$ cat config.mk
export PLATFORM = sky130hd
export DESIGN_NAME = imem_loader
export DESIGN_NICKNAME = d
export VERILOG_FILES = /design/src/rtl/imem_loader_pkg.sv /design/src/rtl/imem_loader_byte_packer.sv /design/src/rtl/imem_loader.sv
export SDC_FILE = /design/constraint.sdc
export NUM_CORES = 1
export LEC_CHECK = 0
export CAP_MARGIN = 20
export CORE_UTILIZATION = 44
export CTS_BUF_LIST = sky130_fd_sc_hd__clkbuf_8 sky130_fd_sc_hd__clkbuf_16
export DETAILED_ROUTE_END_ITERATION = 8
export PLACE_DENSITY_LB_ADDON = 0.25
export SYNTH_ARGS = -nofsm -noshare
export SYNTH_HDL_FRONTEND = slang
export SYNTH_SLANG_ARGS = --single-unit
$ cat constraint.sdc
create_clock -name clk -period 2.1 [get_ports clk]
set_input_delay 0.21 -clock clk [delete_from_list [all_inputs] [get_ports clk]]
set_output_delay 0.21 -clock clk [all_outputs]
set_load 0.1 [all_outputs]
$ cat src/rtl/imem_loader_pkg.sv
// Shared types and constants for the instruction-memory boot loader.
// IMEM_LOADER_CHECKSUM_EN adds the trailing XOR checksum state.
package imem_loader_pkg;

    typedef enum logic [2:0] {
        ST_HDR,
        ST_LOAD,
`ifdef IMEM_LOADER_CHECKSUM_EN
        ST_CHK,
`endif
        ST_DONE,
        ST_ERR
    } loader_state_t;

    localparam int HDR_BYTES  = 2;
    localparam int WORD_BYTES = 4;

endpackage

$ cat src/rtl/imem_loader_byte_packer.sv
// Assembles big-endian 32-bit words from a byte stream (MSB first) and
// pulses word_valid combinationally on the byte that completes a word.
module byte_packer
    import imem_loader_pkg::*;
(
    input  logic        clk,
    input  logic        reset,
    input  logic        clear,
    input  logic        byte_valid,
    input  logic [7:0]  byte_in,
    output logic [31:0] word,
    output logic        word_valid
);

    logic [23:0] shift_q;
    logic [1:0]  idx_q;

    // NOTE: sequential state uses non-blocking assignments so every register
    // samples pre-edge values, independent of statement order.
    always_ff @(posedge clk or negedge reset) begin
        if (!reset) begin
            shift_q <= '0;
            idx_q   <= '0;
        end else if (clear) begin
            idx_q   <= '0;
        end else if (byte_valid) begin
            shift_q <= {shift_q[15:0], byte_in};
            idx_q   <= idx_q + 2'd1;
        end
    end

    assign word       = {shift_q, byte_in};
    assign word_valid = byte_valid && (idx_q == 2'(WORD_BYTES - 1));

endmodule

$ cat src/rtl/imem_loader.sv
// Boot loader: parses a word-count header, writes big-endian words into
// instruction memory and holds the core in reset until the image is loaded.
// Optional trailing XOR checksum: define IMEM_LOADER_CHECKSUM_EN.
module imem_loader
    import imem_loader_pkg::*;
#(
    parameter int DEPTH  = 32,
    parameter int ADDR_W = $clog2(DEPTH)
) (
    input  logic              clk,
    input  logic              reset,
    input  logic              start,
    input  logic [7:0]        in_data,
    input  logic              in_valid,
    output logic              in_ready,
    output logic              imem_we,
    output logic [ADDR_W-1:0] imem_addr,
    output logic [31:0]       imem_wdata,
    output logic              cpu_reset,
    output logic              busy,
    output logic              done,
    output logic              err,
    output logic [15:0]       word_cnt
);

    localparam logic [15:0] DEPTH16 = 16'(DEPTH);

    loader_state_t state_q, state_d;
    logic          hdr_idx_q;
    logic [7:0]    hdr_hi_q;
    logic [15:0]   n_words_q;
    logic [15:0]   hdr_n;
    logic          xfer, restart, word_valid;
    logic [31:0]   packed_word;
`ifdef IMEM_LOADER_CHECKSUM_EN
    logic [7:0]    csum_q;
`endif

    assign xfer    = in_valid && in_ready;
    assign hdr_n   = {hdr_hi_q, in_data};
    assign restart = start && (state_q == ST_DONE || state_q == ST_ERR);

    byte_packer u_packer (
        .clk        (clk),
        .reset      (reset),
        .clear      (restart),
        .byte_valid (xfer && state_q == ST_LOAD),
        .byte_in    (in_data),
        .word       (packed_word),
        .word_valid (word_valid)
    );

    always_ff @(posedge clk or negedge reset) begin
        if (!reset) state_q <= ST_HDR;
        else        state_q <= state_d;
    end

    // NOTE: every always_comb output gets a default first so no path can
    // leave it unassigned and infer a latch.
    always_comb begin
        state_d   = state_q;
        in_ready  = 1'b0;
        cpu_reset = 1'b1;
        busy      = 1'b0;
        done      = 1'b0;
        err       = 1'b0;
        unique case (state_q)
            ST_HDR: begin
                in_ready = 1'b1;
                busy     = 1'b1;
                if (xfer && hdr_idx_q == 1'(HDR_BYTES - 1)) begin
                    if (hdr_n == 16'd0)        state_d = ST_DONE;
                    else if (hdr_n > DEPTH16)  state_d = ST_ERR;
                    else                       state_d = ST_LOAD;
                end
            end
            ST_LOAD: begin
                in_ready = 1'b1;
                busy     = 1'b1;
                if (word_valid && (word_cnt + 16'd1) == n_words_q) begin
`ifdef IMEM_LOADER_CHECKSUM_EN
                    state_d = ST_CHK;
`else
                    state_d = ST_DONE;
`endif
                end
            end
`ifdef IMEM_LOADER_CHECKSUM_EN
            ST_CHK: begin
                in_ready = 1'b1;
                if (xfer) state_d = (in_data == csum_q) ? ST_DONE : ST_ERR;
            end
`endif
            ST_DONE: begin
                done      = 1'b1;
                cpu_reset = 1'b0;
                if (start) state_d = ST_HDR;
            end
            ST_ERR: begin
                err = 1'b1;
                if (start) state_d = ST_HDR;
            end
            default: state_d = ST_HDR;
        endcase
    end

    always_ff @(posedge clk or negedge reset) begin
        if (!reset) begin
            hdr_idx_q  <= 1'b0;
            hdr_hi_q   <= '0;
            n_words_q  <= '0;
            imem_we    <= 1'b0;
            imem_addr  <= '0;
            imem_wdata <= '0;
            word_cnt   <= '0;
`ifdef IMEM_LOADER_CHECKSUM_EN
            csum_q     <= '0;
`endif
        end else begin
            imem_we <= 1'b0;
            if (xfer && state_q == ST_HDR) begin
                hdr_idx_q <= ~hdr_idx_q;
                if (!hdr_idx_q) hdr_hi_q  <= in_data;
                else            n_words_q <= hdr_n;
            end
            if (word_valid) begin
                imem_we    <= 1'b1;
                imem_wdata <= packed_word;
                imem_addr  <= word_cnt[ADDR_W-1:0];
                word_cnt   <= word_cnt + 16'd1;
            end
`ifdef IMEM_LOADER_CHECKSUM_EN
            if (xfer && (state_q == ST_HDR || state_q == ST_LOAD))
                csum_q <= csum_q ^ in_data;
`endif
            // Restart only happens from DONE/ERR, where no byte or word is in flight.
            if (restart) begin
                hdr_idx_q <= 1'b0;
                word_cnt  <= '0;
`ifdef IMEM_LOADER_CHECKSUM_EN
                csum_q    <= '0;
`endif
            end
        end
    end

endmodule

==> flow_metrics.tcl <==
set metrics [dict create \
    portBuffers 70 \
    p_total_mw 9.93 \
    path_clk_slew_ns 0.12 \
    synthMuxAreaShare_pct 11.3 \
    num_io_pins 71 \
    rows 37 \
    grt_max_degree 49 \
    cap_violations 0 \
    grt_pass1_vias 3743 \
    p_per_area_nw_per_um2 1630 \
    slew_headroom_pct 55.7 \
    worstRegToRegCells 7 \
    die-area_sq_um 11500 \
    fin_cells 696 \
    dieHeight_um 107 \
    final_area_sq_um 6090 \
    dp_hpwl_mm 7.75 \
    synthMostInstantiatedCell "nand2_1" \
    yosysTopAreaCellShare_pct 55.2 \
    die_x_um 107 \
    clkLatencyLatePin_ns 0.38 \
    reg2reg_slack_ns 0.03 \
    timing.hold.ws_ns 0.359 \
    cts.sinks 107 \
    path_max_fanout 4 \
    synth-compound-area-share_pct 7.42 \
    finalMaxSlewViolations 0 \
    start_util_pct 46.2 \
    syn2layout_area_growth_pct 25.5 \
    antenna_found_initial 0 \
    final_net_count 569 \
    gr-total-overflow 0 \
    final_util_pct 58.0 \
    cts_tree "yes" \
    routedWlPerCell_um 16.2 \
    fin_skew_ns 0.0171 \
    synthTopCellsByArea "dfrtp_1 55%, mux2_2 11%, nand2_1 10%" \
    finalSetupViolations 0 \
    synthXorXnorAreaFrac_pct 4.15 \
    synth_cells 465 \
    hp-class "in -> async" \
    crit_start "word_cnt[0]$_DFFE_PN0P_" \
    dp_slack_ns -0.0911 \
    n_antenna_cell 0 \
    synth_ff_type "dfrtp_1" \
    yosys.area.top_type "dfrtp_1" \
    fmax_ghz 0.484 \
    ys_ff_latch 107 \
    cts_htree_levels 3 \
    initialDrtViolationCount 208 \
    synth_area_sq_um 4850 \
    required_ns 2.37 \
    reg2reg_to "state_q[0]$_DFFE_PN0P_" \
    netlist-cell-type-count 49 \
    outcome "finished clean" \
    synth_area_per_cell_sq_um 10.4 \
    routabilityCongestion 0.790 \
    reg2reg_from "word_cnt[0]$_DFFE_PN0P_" \
    cts_buffers 9 \
    arrival_ns 2.34 \
    fin_crit_sh_pct 98.5 \
    cts_buffer_depth 2 \
    end_kind "flop" \
    drt_first_pass_iters 4 \
    routed_wirelength_mm 11.3 \
    placed_area_sq_um 5810 \
    yosys.area_share.simple_pct 18.2 \
    drive_gt1_share_pct 33.4 \
    grt_pass1_wl_mm 18.7 \
    worst_pin_slew_ns 0.664 \
    async_reset_ff_share_pct 100 \
    setup_tns_ns 0 \
    fin_crit_ns 2.07 \
    root_buffer "clkbuf_8" \
    detail_route.vias_per_cell 5.32 \
    core_area_sq_um 10500 \
    p_leak_nw 2.85 \
    synth-edff-count 0 \
    globalRouteTotalUtil_pct 21.3 \
    hold_viol 0 \
    route.detailed.drc 0 \
    critical_path_class "reg -> reg" \
    ant_nets 0 \
    yosysSeqAreaShare_pct 55.2 \
    vias 3703 \
    ir_worst_vdd_mv 1.07 \
    synth_top_family_by_area "simple AND/OR/NAND/NOR gates" \
    nFillCells 924 \
    yosysWarnings 0 \
    fin_ws_ns 0.0323 \
    cp-start-kind "flop" \
    synth_common_cells "129 x nand2_1, 107 x dfrtp_1, 48 x mux2_2, 23 x o21ai_0, 16 x xnor2_1" \
    dp_cells 678 \
    crit_end "state_q[0]$_DFFE_PN0P_" \
    synthAdderAreaFrac_pct 0.515 \
    syn_nets 479 \
]
## power by group
group / leakage, nW / switching (mW) / internal [mW]
sequential: 1.33 / 0.564 / 2.83
clock: 0.121 / 0.771 / 0.697
combinational: 1.41 / 3.69 / 1.38
total: 2.85 / 5.02 / 4.91
## what timing repair did
item | CTS | global route
pin swaps | 0 | 1
setup endpoints to repair | 9 | 2
gates resized for setup | 2 | 5
endpoints found under the hold margin | 42 | 0
hold buffers | 1 | 0
setup buffers | 0 | 1
## state kept, by name, summed over array words and instances, names as in the netlist
register,count
u_packer.shift_q,24
imem_wdata,32
n_words_q,16
state_q,2
word_cnt,16
hdr_hi_q,8
hdr_idx_q,1
imem_we,1
imem_addr,5
u_packer.idx_q,2
## layout make-up
type	count	area [sq um]	area share, %
clock buffer	9	124	2.03
clock inverter	7	111	1.83
inverter	6	26.3	0.431
multi-input combinational	323	2060	33.8
sequential	107	2720	44.6
tap	136	170	2.79
timing repair buffer	108	888	14.6
## worst max-delay path, cell delays in order (launching register included)
cell and delay, ns:
dfrtp_4 0.53, buf_4 0.16, and3_1 0.26, xnor2_2 0.21, nand4b_1 0.13, nor4_1 0.26
nand4_1 0.20, and2_1 0.20
## layout by cell type, fill, tap and decap left out, types with 4 or more instances in the layout
cell type / instances
nand2_1: 129
dfrtp_1: 93
buf_4: 93
mux2_2: 48
o21ai_0: 23
xnor2_1: 15
a21oi_1: 11
nor2_1: 11
clkdlybuf4s50_1: 10
clkbuf_8: 9
nand3_1: 8
o31ai_1: 8
dfrtp_4: 8
xor2_1: 7
nor4_1: 7
inv_1: 6
dfrtp_2: 6
nand4_1: 5
or4_1: 4
buf_12: 4
## routing by layer
metal	track usage (%)	vias up	share of wire [%]
li1	-	1768	-
met1	30.3	1816	48
met2	33.1	105	46
met3	2.74	14	4.4
met4	8.41	0	1.5
met5	0	-	0
## worst min path at each step
stage                      from  cells past startpoint                         end
final                     reset                      2  imem_wdata[14]$_DFFE_PN0P_
after global placement    reset                      1   imem_wdata[6]$_DFFE_PN0P_
after CTS                 reset                      2  imem_wdata[14]$_DFFE_PN0P_
after floorplan           reset                      0     hdr_hi_q[0]$_DFFE_PN0P_
after global routing      reset                      2  imem_wdata[14]$_DFFE_PN0P_
after detailed placement  reset                      1  imem_wdata[14]$_DFFE_PN0P_
## cell families (layout without fill, tap and decap cells)
family	Yosys count	after routing
AO/OA/AOI/OAI	59	59
XOR/XNOR	23	23
adder cells (fa/ha/maj)	2	2
buffers and inverters	35	130
flip-flops	107	107
multiplexers	49	49
AND/OR/NAND/NOR	190	190
Power figures use the tool's default switching activity.
